$ cat config.mk
export PLATFORM = sky130hd
export DESIGN_NAME = telem_pkt_rcv
export DESIGN_NICKNAME = d
export VERILOG_FILES = /design/src/rtl/telem_pkg.sv /design/src/rtl/telem_byte_rx.sv /design/src/rtl/telem_pkt_rcv.sv
export SDC_FILE = /design/constraint.sdc
export NUM_CORES = 1
export LEC_CHECK = 0
export BUFFER_PORTS_ARGS = -buffer_cell sky130_fd_sc_hd__buf_2
export CAP_MARGIN = 20
export CORE_MARGIN = 2
export CORE_UTILIZATION = 54
export DETAILED_ROUTE_END_ITERATION = 10
export HOLD_SLACK_MARGIN = 0.15
export PLACE_DENSITY_LB_ADDON = 0.05
export SKIP_CTS_REPAIR_TIMING = 1
export SLEW_MARGIN = 20
export SYNTH_ARGS = -nofsm -noshare
export SYNTH_HDL_FRONTEND = slang
export SYNTH_HIERARCHICAL = 1
export SYNTH_SLANG_ARGS = --single-unit
$ cat constraint.sdc
create_clock -name clk -period 2.9 [get_ports clk]
set_input_delay 0.435 -clock clk [delete_from_list [all_inputs] [get_ports clk]]
set_output_delay 0.435 -clock clk [all_outputs]
set_load 0.02 [all_outputs]
$ cat src/rtl/telem_pkg.sv
// telem_pkg: shared types and constants for the telemetry packet receiver.
//   parse_st_t : packet parser states
//   rx_st_t    : UART byte receiver states
//   HDR0/HDR1  : packet header bytes
package telem_pkg;

    typedef enum logic [1:0] {
        HUNT0,
        HUNT1,
        PAYLOAD
    } parse_st_t;

    typedef enum logic [1:0] {
        RX_IDLE,
        RX_START,
        RX_DATA,
        RX_STOP
    } rx_st_t;

    localparam logic [7:0] HDR0 = 8'hAA;
    localparam logic [7:0] HDR1 = 8'h55;

endpackage

$ cat src/rtl/telem_byte_rx.sv
// telem_byte_rx: 8N1 UART byte receiver, LSB first.
//   clk, rst_n : system clock, async active-low reset
//   rx         : raw asynchronous serial line (idle high)
//   byte_rdy   : one-cycle pulse, byte_data valid, stop bit was 1
//   byte_data  : last received byte (stable until the next byte's data phase)
//   frm_err    : one-cycle pulse, stop bit sampled 0, byte discarded
module telem_byte_rx
    import telem_pkg::*;
#(
    parameter int BAUD_DIV = 2604
) (
    input  logic       clk,
    input  logic       rst_n,
    input  logic       rx,
    output logic       byte_rdy,
    output logic [7:0] byte_data,
    output logic       frm_err
);

    localparam int CW = $clog2(BAUD_DIV);
    localparam logic [CW-1:0] HALF = CW'(BAUD_DIV / 2 - 1);
    localparam logic [CW-1:0] FULL = CW'(BAUD_DIV - 1);

    logic [1:0]    sync_q;
    logic          rx_s;
    logic          rx_prev;
    rx_st_t        state, state_d;
    logic [CW-1:0] cnt, cnt_d;
    logic [2:0]    bit_idx, bit_idx_d;
    logic [7:0]    shift, shift_d;
    logic          rdy_d, ferr_d;

    assign rx_s      = sync_q[1];
    assign byte_data = shift;

    always_comb begin
        state_d   = state;
        cnt_d     = cnt + 1'b1;
        bit_idx_d = bit_idx;
        shift_d   = shift;
        rdy_d     = 1'b0;
        ferr_d    = 1'b0;
        case (state)
            RX_IDLE: begin
                cnt_d = '0;
                if (rx_prev && !rx_s) state_d = RX_START;
            end
            RX_START: begin
                // Midpoint recheck rejects glitches shorter than half a bit.
                if (cnt == HALF) begin
                    cnt_d     = '0;
                    bit_idx_d = '0;
                    state_d   = rx_s ? RX_IDLE : RX_DATA;
                end
            end
            RX_DATA: begin
                if (cnt == FULL) begin
                    cnt_d     = '0;
                    shift_d   = {rx_s, shift[7:1]};
                    bit_idx_d = bit_idx + 1'b1;
                    if (bit_idx == 3'd7) state_d = RX_STOP;
                end
            end
            RX_STOP: begin
                if (cnt == FULL) begin
                    cnt_d   = '0;
                    state_d = RX_IDLE;
                    rdy_d   = rx_s;
                    ferr_d  = !rx_s;
                end
            end
            default: state_d = RX_IDLE;
        endcase
    end

    always_ff @(posedge clk or negedge rst_n) begin
        if (!rst_n) begin
            sync_q   <= 2'b11;
            rx_prev  <= 1'b1;
            state    <= RX_IDLE;
            cnt      <= '0;
            bit_idx  <= '0;
            shift    <= '0;
            byte_rdy <= 1'b0;
            frm_err  <= 1'b0;
        end else begin
            sync_q   <= {sync_q[0], rx};
            rx_prev  <= rx_s;
            state    <= state_d;
            cnt      <= cnt_d;
            bit_idx  <= bit_idx_d;
            shift    <= shift_d;
            byte_rdy <= rdy_d;
            frm_err  <= ferr_d;
        end
    end

endmodule

$ cat src/rtl/telem_pkt_rcv.sv
// telem_pkt_rcv: telemetry packet receiver (AA 55 + 2*NUM_CH payload bytes).
//   clk, rst_n : system clock, async active-low reset
//   RX         : raw UART line, 8N1
//   ch_data    : last good packet, channel k at [k*DATA_W +: DATA_W]
//   pkt_vld    : one-cycle pulse when ch_data updates
//   pkt_cnt    : good packet count (wraps)
//   err_cnt    : framing/header/timeout error count (saturates at 255)
//   err        : one-cycle pulse per error
module telem_pkt_rcv
    import telem_pkg::*;
#(
    parameter int BAUD_DIV = 2604,
    parameter int NUM_CH   = 3,
    parameter int DATA_W   = 12,
    parameter int TMO_BITS = 20
) (
    input  logic                     clk,
    input  logic                     rst_n,
    input  logic                     RX,
    output logic [NUM_CH*DATA_W-1:0] ch_data,
    output logic                     pkt_vld,
    output logic [15:0]              pkt_cnt,
    output logic [7:0]               err_cnt,
    output logic                     err
);

    localparam int NB       = 2 * NUM_CH;
    localparam int IW       = $clog2(NB);
    localparam int TMO_CLKS = TMO_BITS * BAUD_DIV;
    localparam int TW       = $clog2(TMO_CLKS + 1);

    logic                     byte_rdy, frm_err;
    logic [7:0]               byte_data;
    parse_st_t                state, state_d;
    logic [IW-1:0]            idx, idx_d;
    logic [TW-1:0]            tmo_cnt;
    logic [NUM_CH*DATA_W-1:0] shadow, shadow_nx;
    logic                     load, hdr_err, tmo_err, err_any;

    telem_byte_rx #(.BAUD_DIV(BAUD_DIV)) u_rx (
        .clk      (clk),
        .rst_n    (rst_n),
        .rx       (RX),
        .byte_rdy (byte_rdy),
        .byte_data(byte_data),
        .frm_err  (frm_err)
    );

    always_comb begin
        state_d = state;
        idx_d   = idx;
        load    = 1'b0;
        hdr_err = 1'b0;
        tmo_err = 1'b0;
        if (frm_err) begin
            state_d = HUNT0;
        end else if (byte_rdy) begin
            case (state)
                HUNT0: if (byte_data == HDR0) state_d = HUNT1;
                HUNT1: begin
                    if (byte_data == HDR1) begin
                        state_d = PAYLOAD;
                        idx_d   = '0;
                    end else if (byte_data != HDR0) begin
                        state_d = HUNT0;
                        hdr_err = 1'b1;
                    end
                end
                PAYLOAD: begin
                    idx_d = idx + 1'b1;
                    if (idx == IW'(NB - 1)) begin
                        load    = 1'b1;
                        state_d = HUNT0;
                    end
                end
                default: state_d = HUNT0;
            endcase
        end else if (state != HUNT0 && tmo_cnt == TW'(TMO_CLKS - 1)) begin
            tmo_err = 1'b1;
            state_d = HUNT0;
        end
    end

    // Payload bytes are assembled straight into channel slots; the high byte
    // fills the upper DATA_W-8 bits. ch_data takes the whole shadow at once.
    always_comb begin
        shadow_nx = shadow;
        if (state == PAYLOAD && byte_rdy) begin
            if (!idx[0])
                shadow_nx[int'(idx >> 1) * DATA_W + 8 +: DATA_W - 8] = byte_data[DATA_W-9:0];
            else
                shadow_nx[int'(idx >> 1) * DATA_W +: 8] = byte_data;
        end
    end

    assign err_any = frm_err | hdr_err | tmo_err;

    always_ff @(posedge clk or negedge rst_n) begin
        if (!rst_n) begin
            state   <= HUNT0;
            idx     <= '0;
            tmo_cnt <= '0;
            shadow  <= '0;
            ch_data <= '0;
            pkt_vld <= 1'b0;
            pkt_cnt <= '0;
            err_cnt <= '0;
            err     <= 1'b0;
        end else begin
            state   <= state_d;
            idx     <= idx_d;
            shadow  <= shadow_nx;
            // Timer restarts on every byte and idles while hunting for HDR0.
            tmo_cnt <= (state_d == HUNT0 || byte_rdy) ? '0 : tmo_cnt + 1'b1;
            if (load) ch_data <= shadow_nx;
            pkt_vld <= load;
            if (load) pkt_cnt <= pkt_cnt + 16'd1;
            err     <= err_any;
            if (err_any && err_cnt != 8'hFF) err_cnt <= err_cnt + 8'd1;
        end
    end

endmodule

## Word-level counts from Yosys, hierarchy flattened

Index checks and enable logic that the tools add are counted.

- Add/sub/neg operators: 9
- $mul: 1
- Eq/ne operators: 20
- Shift operators: 4
- Muxes and demuxes: 44
- Bitwise gates (word level): 3
- Reduce and logical (&&, ||, !) cells: 17

Operators by type and width:

| operator | number |
|---|---|
| bitwise mux 36 bit | 2 |
| two-way mux 36 bit | 2 |
| case mux 12 bit (3 select lines) | 1 |
| variable shift 4 x 33 -> 36 bit, first input constant | 1 |
| variable shift 8 x 33 -> 36 bit, first input constant | 1 |
| indexed part select 4 x 33 -> 36 bit | 1 |
| indexed part select 8 x 33 -> 36 bit | 1 |
| negator 32 -> 33 bit | 1 |
| negator 6 -> 33 bit | 1 |
| adder 16 x 1 -> 16 bit, second input constant | 2 |
| adder 32 x 5 -> 32 bit, second input constant | 1 |
| two-way mux 2 bit | 13 |
| two-way mux 12 bit | 2 |
| == test 16 bit, second input constant | 1 |
| two-way mux 1 bit | 16 |
| two-way mux 16 bit | 1 |
| != test 8 bit, second input constant | 2 |
| adder 12 x 1 -> 12 bit, second input constant | 1 |
| == test 12 x 11 -> 1 bit, second input constant | 1 |
| == test 12 bit, second input constant | 1 |
| case mux 3 bit (2 select lines) | 2 |
| != test 2 x 1 -> 1 bit, second input constant | 5 |
| two-way mux 3 bit | 3 |
| adder 8 x 1 -> 8 bit, second input constant | 1 |
| 22 further kinds | 35 |

- Register bits after elaboration: 149
- Output and inout port bits: 62
- Logic and storage cells: 115

## Longest topological paths before layout

Gate-level depths: netlist of run 1.

- Depth after elaboration: 9
- Mapped depth: 11
- Gate-level depth less buffers: 9

## Hierarchy

Netlist of run 1, hierarchy kept.

Modules (own cells, without submodules):

| module | instances | cells each | area each (sq um) | sequential area each (sq um) |
|---|---|---|---|---|
| telem_pkt_rcv | 1 | 511 | 5720.5 | 2977.9 |
| telem_byte_rx | 1 | 118 | 1387.6 | 754.5 |

## Least setup slack after synthesis of run 1

No wires, ideal clock.

- Path kind: register to register
- Start point: register idx[1]
- End point: register ch_data[32]
- Library setup time: 0.125 ns
- Data arrival time: 2.943 ns
- Slack: -0.168 ns
- Stages on the path, launching flop included: 12
- Period minus slack after synthesis: 3.068 ns
- Path through: dfrtp_1 clkbuf_1 inv_1 ha_1 clkbuf_1 nand3_1 ha_1 and4b_1 a32oi_1 nor2_1 a221o_1 mux2_2

- Cells in the longest elaborated chain, start to end: 7
- Elaborated cells on any way between the ends: 17
- Classes of those cells: add/sub: 3; mul: 1; eq/ne: 1; shift: 4; mux: 8

RTL lines:

| element | RTL line | source |
|---|---|---|
| start: declaration | telem_pkt_rcv.sv:35 | `logic [IW-1:0] idx, idx_d;` |
| start signal: assignment | telem_pkt_rcv.sv:111 | `idx <= idx_d;` |
| multiplier 2 x 2 -> 4 bit * | telem_pkt_rcv.sv:90, telem_pkt_rcv.sv:92 |  |
| adder 32 x 5 -> 32 bit | telem_pkt_rcv.sv:90 | `shadow_nx[int'(idx >> 1) * DATA_W + 8 +: DATA_W - 8] = byte_data[DATA_W-9:0];` |
| negator 32 -> 33 bit | telem_pkt_rcv.sv:90 |  |
| indexed part select 4 x 33 -> 36 bit / variable shift 4 x 33 -> 36 bit (equally long branches) | telem_pkt_rcv.sv:90 |  |
| bitwise mux 36 bit | telem_pkt_rcv.sv:90 |  |
| two-way mux 36 bit * | telem_pkt_rcv.sv:89 | `if (!idx[0])` |
| two-way mux 36 bit * | telem_pkt_rcv.sv:88 | `if (state == PAYLOAD && byte_rdy) begin` |
| net shadow_nx[32] | telem_pkt_rcv.sv:37 | `logic [NUM_CH*DATA_W-1:0] shadow, shadow_nx;` |
| end signal: assignment | telem_pkt_rcv.sv:115 | `if (load) ch_data <= shadow_nx;` |
| end: declaration | telem_pkt_rcv.sv:20 | `output logic [NUM_CH*DATA_W-1:0] ch_data,` |

Mark *: on every way through the listed nets, which the timed path passes. The rest lies on a longest branch.
A chain may end at the register's enable or synchronous reset.

## Final worst setup path of run 1

- Start point: register idx[2]
- End point: register ch_data[35]

Same word-level chain as after synthesis.

==> results.yml, run 1 <==
outcome:
  status: "completed"
clock_tree:
  cts_tree: "built"
  clock_path_buffers: 2
  clk_latency_ns: 0.42
  cts_sinks: 149
  h-tree-depth: 4
  cts_root_buffer: "clkbuf_16"
  tritoncts.num_buffers: 17
  clk_pin_slew_ns: 0.06
critical_path:
  criticalPathCategory: "flip-flop to flip-flop"
  cp.required_ns: 3.21
  startpoint_type: "flip-flop"
  r2r-start: "idx[2]"
  setup.worst_path.end_class: "flip-flop"
  cp_max_fo: 9
  crit_path_start: "idx[2]"
  cp.arrival_ns: 2.97
cells_and_area:
  post-route-util: 0.656
  drive_gt1_frac: 0.236
  synthToLayoutAreaGrowth_pct: 17.4
  nNetsFinal: 728
  final_area_sq_um: 8350
  fillCellCount: 1029
  fin_cells: 888
  num_antenna_cells: 0
synthesis:
  synth_edf_count: 0
  synthesis.area_sq_um: 7110
  synth_top_area_frac: 0.514
  synth_seq_cells: 149
  yosysMostFrequentCell: "dfrtp_1"
  yosys-top-cells-area: "dfrtp_1 (51%), mux2_2 (7.1%), ha_1 (3.9%), xor2_1 (3.1%), nor2_1 (3.0%)"
  synthCells: 629
  ys.flop_type: "dfrtp_1"
  synth_warnings: 6
  ys_types: 64
  syn_avg_cell_area_sq_um: 11.3
  yosysSeqAreaShare: 0.525
  synth_top_cell_by_area: "dfrtp_1"
  synth_common_cells: "dfrtp_1 (146), nor2_1 (57), nand2_1 (48)"
  async_flop_share: 1.00
  synth_nets: 654
sta:
  min_period_over_period: 0.917
  rsz0062_at_grt: "no"
  maxSlewHeadroom: 0.438
  setup_viol: 0
  fmax_mhz: 376
  setup_tns_ns: 0
  slew_viol_final: 0
  hold_violations: 0
  period_minus_slack_ns: 2.66
  fin_ws_ns: 0.240
  clock_skew_ns: 0.00442
  worstMarginPinSlew_ns: 0.832
power:
  power_frac_comb: 0.033
  power_leakage_nw: 4.05
  p_int_w: 0.00381
  power.share.clock: 0.516
  seqPwrFrac: 0.451
  switchingPower_w: 0.00101
  p_per_area_nw_per_um2: 578
  vdd_drop_max_mv: 0.408
  netSwitchingFraction: 0.209
placement:
  place_ws_ns: 0.269
  place_area_sq_um: 7650
  dpl.hpwl_um: 10300
  place.port_buffers: 64
  placed_cells: 854
  gp_congestion: 0.888
flow_run:
  cap_violations: 0
drt:
  wl_um: 15100
  wl_per_cell_um: 17.0
  drc_errors: 0
  postRouteAntennaNets: 0
  num_vias: 5067
  drt_iter0_drc: 369
  firstDrtPassIters: 5
  viasPerCell: 5.71
global_routing:
  grt_max_degree: 64
  grt_pass1_wl_um: 25400
  grt_use_total: 0.227
  gr-total-overflow: 0
  grt_antenna_before_repair: 0
  grt_pass1_vias: 5010
floorplanning:
  die_x_um: 119
  placementRows: 41
  start_util: 0.559
  dieArea_sq_um: 14100
  die_h_um: 119
  core-area_sq_um: 12700
  ios: 65
hold_path:
  min_from: "u_rx/sync_q[0]"
  worstHoldPathType: "flip-flop to flip-flop"
sequential cells by signal (all words and copies together) (netlist names), 2 cells and up, named ones only:
name,flops
tmo_cnt,16
u_rx/bit_idx,3
shadow,36
u_rx/byte_data,8
u_rx/cnt,12
ch_data,36
idx,3
err_cnt,8
u_rx/sync_q,2
pkt_cnt,16
state,2
worst paths after layout:
path / slack [ns] / cells after the start / endpoint
max: 0.24 / 9 / ch_data[35]
min: 0.36 / 0 / u_rx/sync_q[1]
max reg2reg: 0.24 / 9 / ch_data[35]
min reg2reg: 0.36 / 0 / u_rx/sync_q[1]
max in group asynchronous: 1.54 / 3 / u_rx/sync_q[0]
min in group asynchronous: 0.56 / 2 / tmo_cnt[8]
area by class of cell:
class | count | area (sq um) | share of cell area
Multi-Input combinational cell | 432 | 3180 | 0.381
Tap cell | 172 | 215 | 0.0258
Sequential cell | 149 | 3730 | 0.447
Inverter | 24 | 90.1 | 0.0108
Clock buffer | 19 | 443 | 0.0531
Timing Repair Buffer | 79 | 457 | 0.0547
Clock inverter | 13 | 228 | 0.0273
stage by stage:
| stage | hold slack [ns] | power, W |
|---|---|---|
| global route | 0.367 | 0.00499 |
| global placement | 0.346 | 0.00236 |
| detailed placement | 0.351 | 0.00237 |
| CTS | -0.0000512 | 0.00486 |
| floorplan | 0.139 | 0.00231 |
| finish | 0.359 | 0.00482 |
logic make-up (layout without fill, tap and decap cells):
logic type / count (synthesis) / after routing / synth area share
adders and majority gates: 22 / 22 / 0.0387
DFF: 149 / 149 / 0.525
buffers and inverters: 48 / 135 / 0.0282
xor gates and xnor gates: 45 / 45 / 0.0554
AOI/OAI and AO/OA: 107 / 107 / 0.114
and+or+nand+nor: 212 / 212 / 0.166
muxes: 46 / 46 / 0.0729
per-layer routing:
| metal | share of wire | GRT usage | wire, um | vias up |
|---|---|---|---|---|
| met5 | 0 | 0 | 0 | - |
| met4 | 0.014 | 0.0573 | 216 | 0 |
| met3 | 0.046 | 0.0647 | 695 | 19 |
| met2 | 0.46 | 0.349 | 6920 | 118 |
| met1 | 0.48 | 0.318 | 7220 | 2518 |
| li1 | - | - | - | 2412 |
power by group through the flow:
stage               sequential, W  clock (W)  combinational [W]
global placement          0.00221          0           0.000155
detailed placement        0.00221          0           0.000161
floorplan                 0.00219          0           0.000115
CTS                       0.00217    0.00253           0.000161
global route              0.00218    0.00262           0.000187
finish                    0.00217    0.00249           0.000159
worst max-delay path, stage by stage (launching register included):
cell     delay (ns)
dfrtp_1        0.51
inv_1          0.18
ha_1           0.33
nand3_1        0.08
ha_1           0.36
and4b_1        0.26
a32oi_1        0.21
nor2_1         0.05
a221o_1        0.30
mux2_2         0.26
cells in the final DEF, fill, tap and decap left out, drive strengths merged, types with 4 or more instances in the layout:
master | netlist | final
nor4b | 6 | 6
nand3 | 20 | 20
nor2 | 58 | 58
a221o | 5 | 5
nand4 | 14 | 14
a32o | 6 | 6
a2bb2oi | 5 | 5
mux2 | 46 | 46
and4 | 4 | 4
a21oi | 12 | 12
nor3 | 12 | 12
a22oi | 8 | 8
clkbuf | 20 | 19
nor3b | 6 | 6
and2 | 4 | 4
nand2 | 48 | 48
nor4 | 4 | 4
a32oi | 8 | 8
buf | 4 | 77
ha | 22 | 22
inv | 24 | 25
and3 | 11 | 11
xor2 | 25 | 25
nand2b | 6 | 6
o21ai | 16 | 16
o2bb2ai | 4 | 4
o31ai | 5 | 5
a21boi | 7 | 7
dfrtp | 146 | 146
bufinv | 0 | 6
clkinv | 0 | 4
xnor2 | 20 | 20
a22o | 17 | 17
Note: power is estimated with default switching activity, not from simulation.
==> run 2, diff against run 1 <==
--- a/config.mk
+++ b/config.mk
@@ -5,6 +5,7 @@
 export SDC_FILE = /design/constraint.sdc
 export NUM_CORES = 1
 export LEC_CHECK = 0
+export ABC_AREA = 1
 export BUFFER_PORTS_ARGS = -buffer_cell sky130_fd_sc_hd__buf_2
 export CAP_MARGIN = 20
 export CORE_MARGIN = 2
==> constraint.sdc (replaced) <==
create_clock -name clk -period 2.9 [get_ports clk]
set_input_delay 0.145 -clock clk [delete_from_list [all_inputs] [get_ports clk]]
set_output_delay 0.145 -clock clk [all_outputs]
set_load 0.02 [all_outputs]
==> results.yml, run 2 <==
synthesis:
  syn_avg_cell_area_sq_um: 7.79
  async_flop_share: 1.00
  yosys-top-cells-area: "dfrtp_1 (46%), nand2_1 (16%), nor2_1 (5.3%), nand3_1 (4.7%), inv_1 (3.8%)"
  synthesis.area_sq_um: 7910
  synth_warnings: 6
  yosysMostFrequentCell: "nand2_1"
  synth_top_area_frac: 0.462
  yosysSeqAreaShare: 0.472
  synth_nets: 1040
  ys_types: 43
  ys.flop_type: "dfrtp_1"
  synth_seq_cells: 149
  synthCells: 1015
  synth_top_cell_by_area: "dfrtp_1"
  synth_common_cells: "nand2_1 (342), dfrtp_1 (146), nor2_1 (111)"
  synth_edf_count: 0
clock_tree:
  cts_root_buffer: "clkbuf_16"
  clock_path_buffers: 2
  clk_latency_ns: 0.42
  cts_sinks: 149
  h-tree-depth: 4
  clk_pin_slew_ns: 0.06
  tritoncts.num_buffers: 17
  cts_tree: "built"
floorplanning:
  start_util: 0.548
  die_h_um: 125
  ios: 65
  core-area_sq_um: 14400
  dieArea_sq_um: 15600
  placementRows: 44
  die_x_um: 125
sta:
  setup_tns_ns: 0
  maxSlewHeadroom: 0.622
  fin_ws_ns: 0.282
  period_minus_slack_ns: 2.62
  rsz0062_at_grt: "no"
  worstMarginPinSlew_ns: 0.567
  clock_skew_ns: 0.0116
  setup_viol: 0
  min_period_over_period: 0.903
  slew_viol_final: 0
  fmax_mhz: 382
  hold_violations: 0
power:
  power.share.clock: 0.485
  netSwitchingFraction: 0.218
  seqPwrFrac: 0.479
  power_frac_comb: 0.036
  p_int_w: 0.00346
  switchingPower_w: 0.000965
  power_leakage_nw: 4.65
  p_per_area_nw_per_um2: 488
  vdd_drop_max_mv: 0.480
cells_and_area:
  top_regs: "ch_data: 36 flops, shadow: 36 flops"
  nNetsFinal: 1116
  drive_gt1_frac: 0.126
  synthToLayoutAreaGrowth_pct: 14.9
  layout_commonest_cell: "nand2_1"
  mostFrequentLayoutCells: "nand2_1 (342), dfrtp_1 (146), nor2_1 (111), inv_1 (80), nand3_1 (74)"
  num_antenna_cells: 0
global_routing:
  grt_antenna_before_repair: 0
  grt_max_degree: 67
  grt_pass1_vias: 6524
  gr-total-overflow: 0
  grt_pass1_wl_um: 32000
  grt_use_total: 0.253
critical_path:
  criticalPathCategory: "flip-flop to flip-flop"
  r2r_cells: 9
  r2r-start: "idx[1]"
  rrSetupSlack_ns: 0.28
  cp_slowest_cell: "ha_1"
  cp_max_fo: 13
  setup.worst_path.end_class: "flip-flop"
  cp_num_buf_inv: 1
  cpPeakStageDelay_ns: 0.48
  startpoint_type: "flip-flop"
  crit_path_start: "idx[1]"
  cp.required_ns: 3.20
  cp_top_family: "adder cells"
  cp_cell_sequence: "clkinv_1, ha_1, nand3_1, ha_1, nand3_1, o21ai_0, nand2_1, nand2_1, a31oi_1"
  r2r-end: "ch_data[17]"
  cp.arrival_ns: 2.92
drt:
  wl_um: 18700
  postRouteAntennaNets: 0
  firstDrtPassIters: 5
  drc_errors: 0
  wl_per_cell_um: 14.6
  num_vias: 6765
  drt_iter0_drc: 488
  viasPerCell: 5.26
placement:
  place_ws_ns: 0.367
  gp_congestion: 0.939
  dpl.hpwl_um: 13300
  place.port_buffers: 64
flow_run:
  cap_violations: 0
outcome:
  status: "completed"
hold_path:
  worstHoldPathType: "input pin to async pin"
run 2: cell types whose count changed in the layout (fill, tap and decap cells not counted), moves of 10 or more:
| cell | before | now |
|---|---|---|
| nand2_1 | 48 | 342 |
| inv_1 | 24 | 80 |
| nand3_1 | 20 | 74 |
| nor2_1 | 57 | 111 |
| mux2_2 | 45 | 0 |
| o21ai_0 | 16 | 36 |
| a21oi_1 | 11 | 30 |
| a22o_1 | 17 | 0 |
| xnor2_1 | 20 | 7 |
| nand3b_1 | 2 | 12 |
| nand4_1 | 13 | 23 |
run 2: power by group through the flow:
stage                     combinational [W]  clock [W]  sequential, W
after CTS                          0.000163    0.00221        0.00212
after global routing               0.000189    0.00229        0.00212
after detailed placement           0.000163          0        0.00216
after floorplan                   0.0000879          0        0.00215
final                              0.000161    0.00215        0.00212
after global placement             0.000159          0        0.00215
run 2: cell type report:
class                           instances  area (sq um)
Sequential cell                       149          3730
Timing Repair Buffer                   81           484
Multi-Input combinational cell        755          3730
Clock inverter                          9           104
Inverter                               87           332
Fill cell                            1316          5340
Clock buffer                           21           470
Tap cell                              184           230
run 2: cell families after synthesis:
group                      Yosys count  synth area share
AOI/OAI and AO/OA                   93            0.0657
xor gates and xnor gates            38            0.0421
adders and majority gates           22            0.0348
buffers and inverters              111            0.0562
DFF                                149             0.472
and+or+nand+nor                    602             0.329
run 2: stage by stage:
stage	total power, W	utilization	instances	cell area (sq um)	hold WS [ns]
floorplan	0.00224	-	1015	7910	-0.151
global placement	0.00231	0.588	1254	8490	0.150
detailed placement	0.00232	0.588	1254	8490	0.149
CTS	0.00449	0.628	1284	9060	-0.308
global route	0.00460	0.630	1286	9080	0.283
finish	0.00443	0.630	1286	9080	0.244
run 2: layer usage:
metal  vias up  share of wire  routed length (um)  track usage
li1       3423              -                   -            -
met1      3125           0.50                9280        0.368
met2       187           0.44                8200        0.381
met3        30          0.048                 906       0.0501
met4         0          0.018                 346       0.0876
met5         -              0                   0            0
run 2: worst max-delay path by stage:
stage | cells past startpoint | slack, ns | endpoint
final | 9 | 0.28 | ch_data[17]
after global routing | 9 | 0.02 | ch_data[17]
after CTS | 9 | 0.34 | ch_data[17]
after detailed placement | 11 | 0.37 | ch_data[16]
after global placement | 12 | 0.40 | ch_data[13]
after floorplan | 14 | 0.28 | ch_data[12]
==> run 3, diff against run 2 <==
--- a/config.mk
+++ b/config.mk
@@ -5,9 +5,8 @@
 export SDC_FILE = /design/constraint.sdc
 export NUM_CORES = 1
 export LEC_CHECK = 0
-export ABC_AREA = 1
 export BUFFER_PORTS_ARGS = -buffer_cell sky130_fd_sc_hd__buf_2
-export CAP_MARGIN = 20
+export CAP_MARGIN = 15
 export CORE_MARGIN = 2
 export CORE_UTILIZATION = 54
 export DETAILED_ROUTE_END_ITERATION = 10
==> results.yml, run 3 (synthesis gave the netlist of run 1 again) <==
outcome:
  status: "completed"
global_routing:
  grt-busiest-layer: "met2"
  grt_use_total: 0.224
  grt_pass1_wl_um: 25300
  grt_pass1_vias: 5036
  grt_antenna_before_repair: 0
  gr-total-overflow: 0
  met3_usage: 0.0603
  grt_max_degree: 81
  use_met1: 0.304
  use_met2: 0.351
sta:
  worstMarginPinSlew_ns: 0.789
  setup_tns_ns: 0
  clock_skew_ns: 0.00703
  period_minus_slack_ns: 2.65
  rsz0062_at_grt: "no"
  maxSlewHeadroom: 0.467
  slew_viol_final: 0
  min_period_over_period: 0.914
  hold_violations: 0
  fmax_mhz: 377
  setup_viol: 0
critical_path:
  cp_common_cell: "ha_1"
  cp.required_ns: 3.20
  rrSetupSlack_ns: 0.25
  r2r_cells: 9
  cpPeakStageDelay_ns: 0.49
  r2r-end: "ch_data[35]"
  setup.worst_path.end_class: "flip-flop"
  cp_max_fo: 9
  cp_cell_sequence: "inv_1, ha_1, nand3_1, ha_1, and4b_1, a32oi_1, nor2_1, a221o_1, mux2_2"
  cp_slowest_cell: "dfrtp_1"
  startpoint_type: "flip-flop"
  criticalPathCategory: "flip-flop to flip-flop"
  r2r-start: "idx[2]"
  cp.arrival_ns: 2.95
placement:
  gp_congestion: 0.862
  placed_cells: 852
  dpl.hpwl_um: 10100
  place.port_buffers: 64
  place_area_sq_um: 7640
floorplanning:
  core-area_sq_um: 12700
  dieArea_sq_um: 14100
  placementRows: 41
  die_x_um: 119
  start_util: 0.559
  die_h_um: 119
  ios: 65
clock_tree:
  tritoncts.num_buffers: 17
  cts_tree: "built"
  h-tree-depth: 4
  cts_sinks: 149
  clock_path_buffers: 2
  clk_pin_slew_ns: 0.06
  clk_latency_ns: 0.42
  cts_root_buffer: "clkbuf_16"
cells_and_area:
  mostFrequentLayoutCells: "dfrtp_1 (146), buf_2 (63), nor2_1 (57), nand2_1 (48), mux2_2 (45)"
  nNetsFinal: 726
  synthToLayoutAreaGrowth_pct: 16.7
  fin_cells: 886
  top_regs: "ch_data: 36 flops, shadow: 36 flops"
  drive_gt1_frac: 0.234
  post-route-util: 0.652
  layout_commonest_cell: "dfrtp_1"
  final_area_sq_um: 8290
  num_antenna_cells: 0
drt:
  wl_um: 14900
  drc_errors: 0
  wl_per_cell_um: 16.8
  drt_iter0_drc: 392
  num_vias: 5065
  postRouteAntennaNets: 0
  viasPerCell: 5.72
  firstDrtPassIters: 5
power:
  power_leakage_nw: 4.02
  p_per_area_nw_per_um2: 559
  power_w: 0.00463
  vdd_drop_max_mv: 0.605
flow_run:
  cap_violations: 0
hold_path:
  worstHoldPathType: "input pin to async pin"
run 3: cell count changes in the layout (fill, tap and decap cells not counted), moves of 17 or more:
cell	before	now
a21oi_1	30	11
a22o_1	0	17
inv_1	80	24
mux2_2	0	45
nand2_1	342	48
nand3_1	74	20
nor2_1	111	57
o21ai_0	36	16
run 3: per-stage QoR:
step	setup slack, ns	hold WS [ns]
finish	0.249	0.325
global route	0.0371	0.359
CTS	0.266	-0.206
detailed placement	0.289	0.240
global placement	0.387	0.221
floorplan	0.0637	-0.151
run 3: layer usage:
metal / part of all wire / up-vias
met4: 0.015 / 0
met5: 0 / -
met3: 0.044 / 23
li1: - / 2417
met1: 0.47 / 2498
met2: 0.47 / 127
run 3: how the worst max path moves through the flow:
| stage | from | end | slack (ns) | depth (start not counted) |
|---|---|---|---|---|
| floorplan | idx[1] | ch_data[32] | 0.06 | 11 |
| global placement | idx[2] | ch_data[33] | 0.39 | 9 |
| detailed placement | idx[2] | ch_data[11] | 0.29 | 9 |
| CTS | idx[2] | ch_data[9] | 0.27 | 9 |
| global route | idx[2] | ch_data[35] | 0.04 | 9 |
| finish | idx[2] | ch_data[35] | 0.25 | 9 |
run 3: cell type report:
class,instances,area (sq um)
flip-flops and latches,149,3730
well taps,172,215
fillers,1036,4430
repair buffers,77,442
inverters,24,90.1
clock buffers,20,447
multi-input cells,432,3190
clock inverters,12,179
run 3: power by group:
| group | internal [W] | switching, W |
|---|---|---|
| registers | 0.00212 | 0.0000571 |
| logic | 0.0000603 | 0.0000951 |
| clock network | 0.00146 | 0.000837 |
run 3: worst max-delay path: cells and delay by family (launching register included):
family	cells	cell delay [ns]
flip-flops	1	0.49
AND/OR/NAND/NOR	3	0.41
AO/OA/AOI/OAI	2	0.51
adder cells (fa/ha/maj)	2	0.69
buffers and inverters	1	0.16
multiplexers	1	0.28
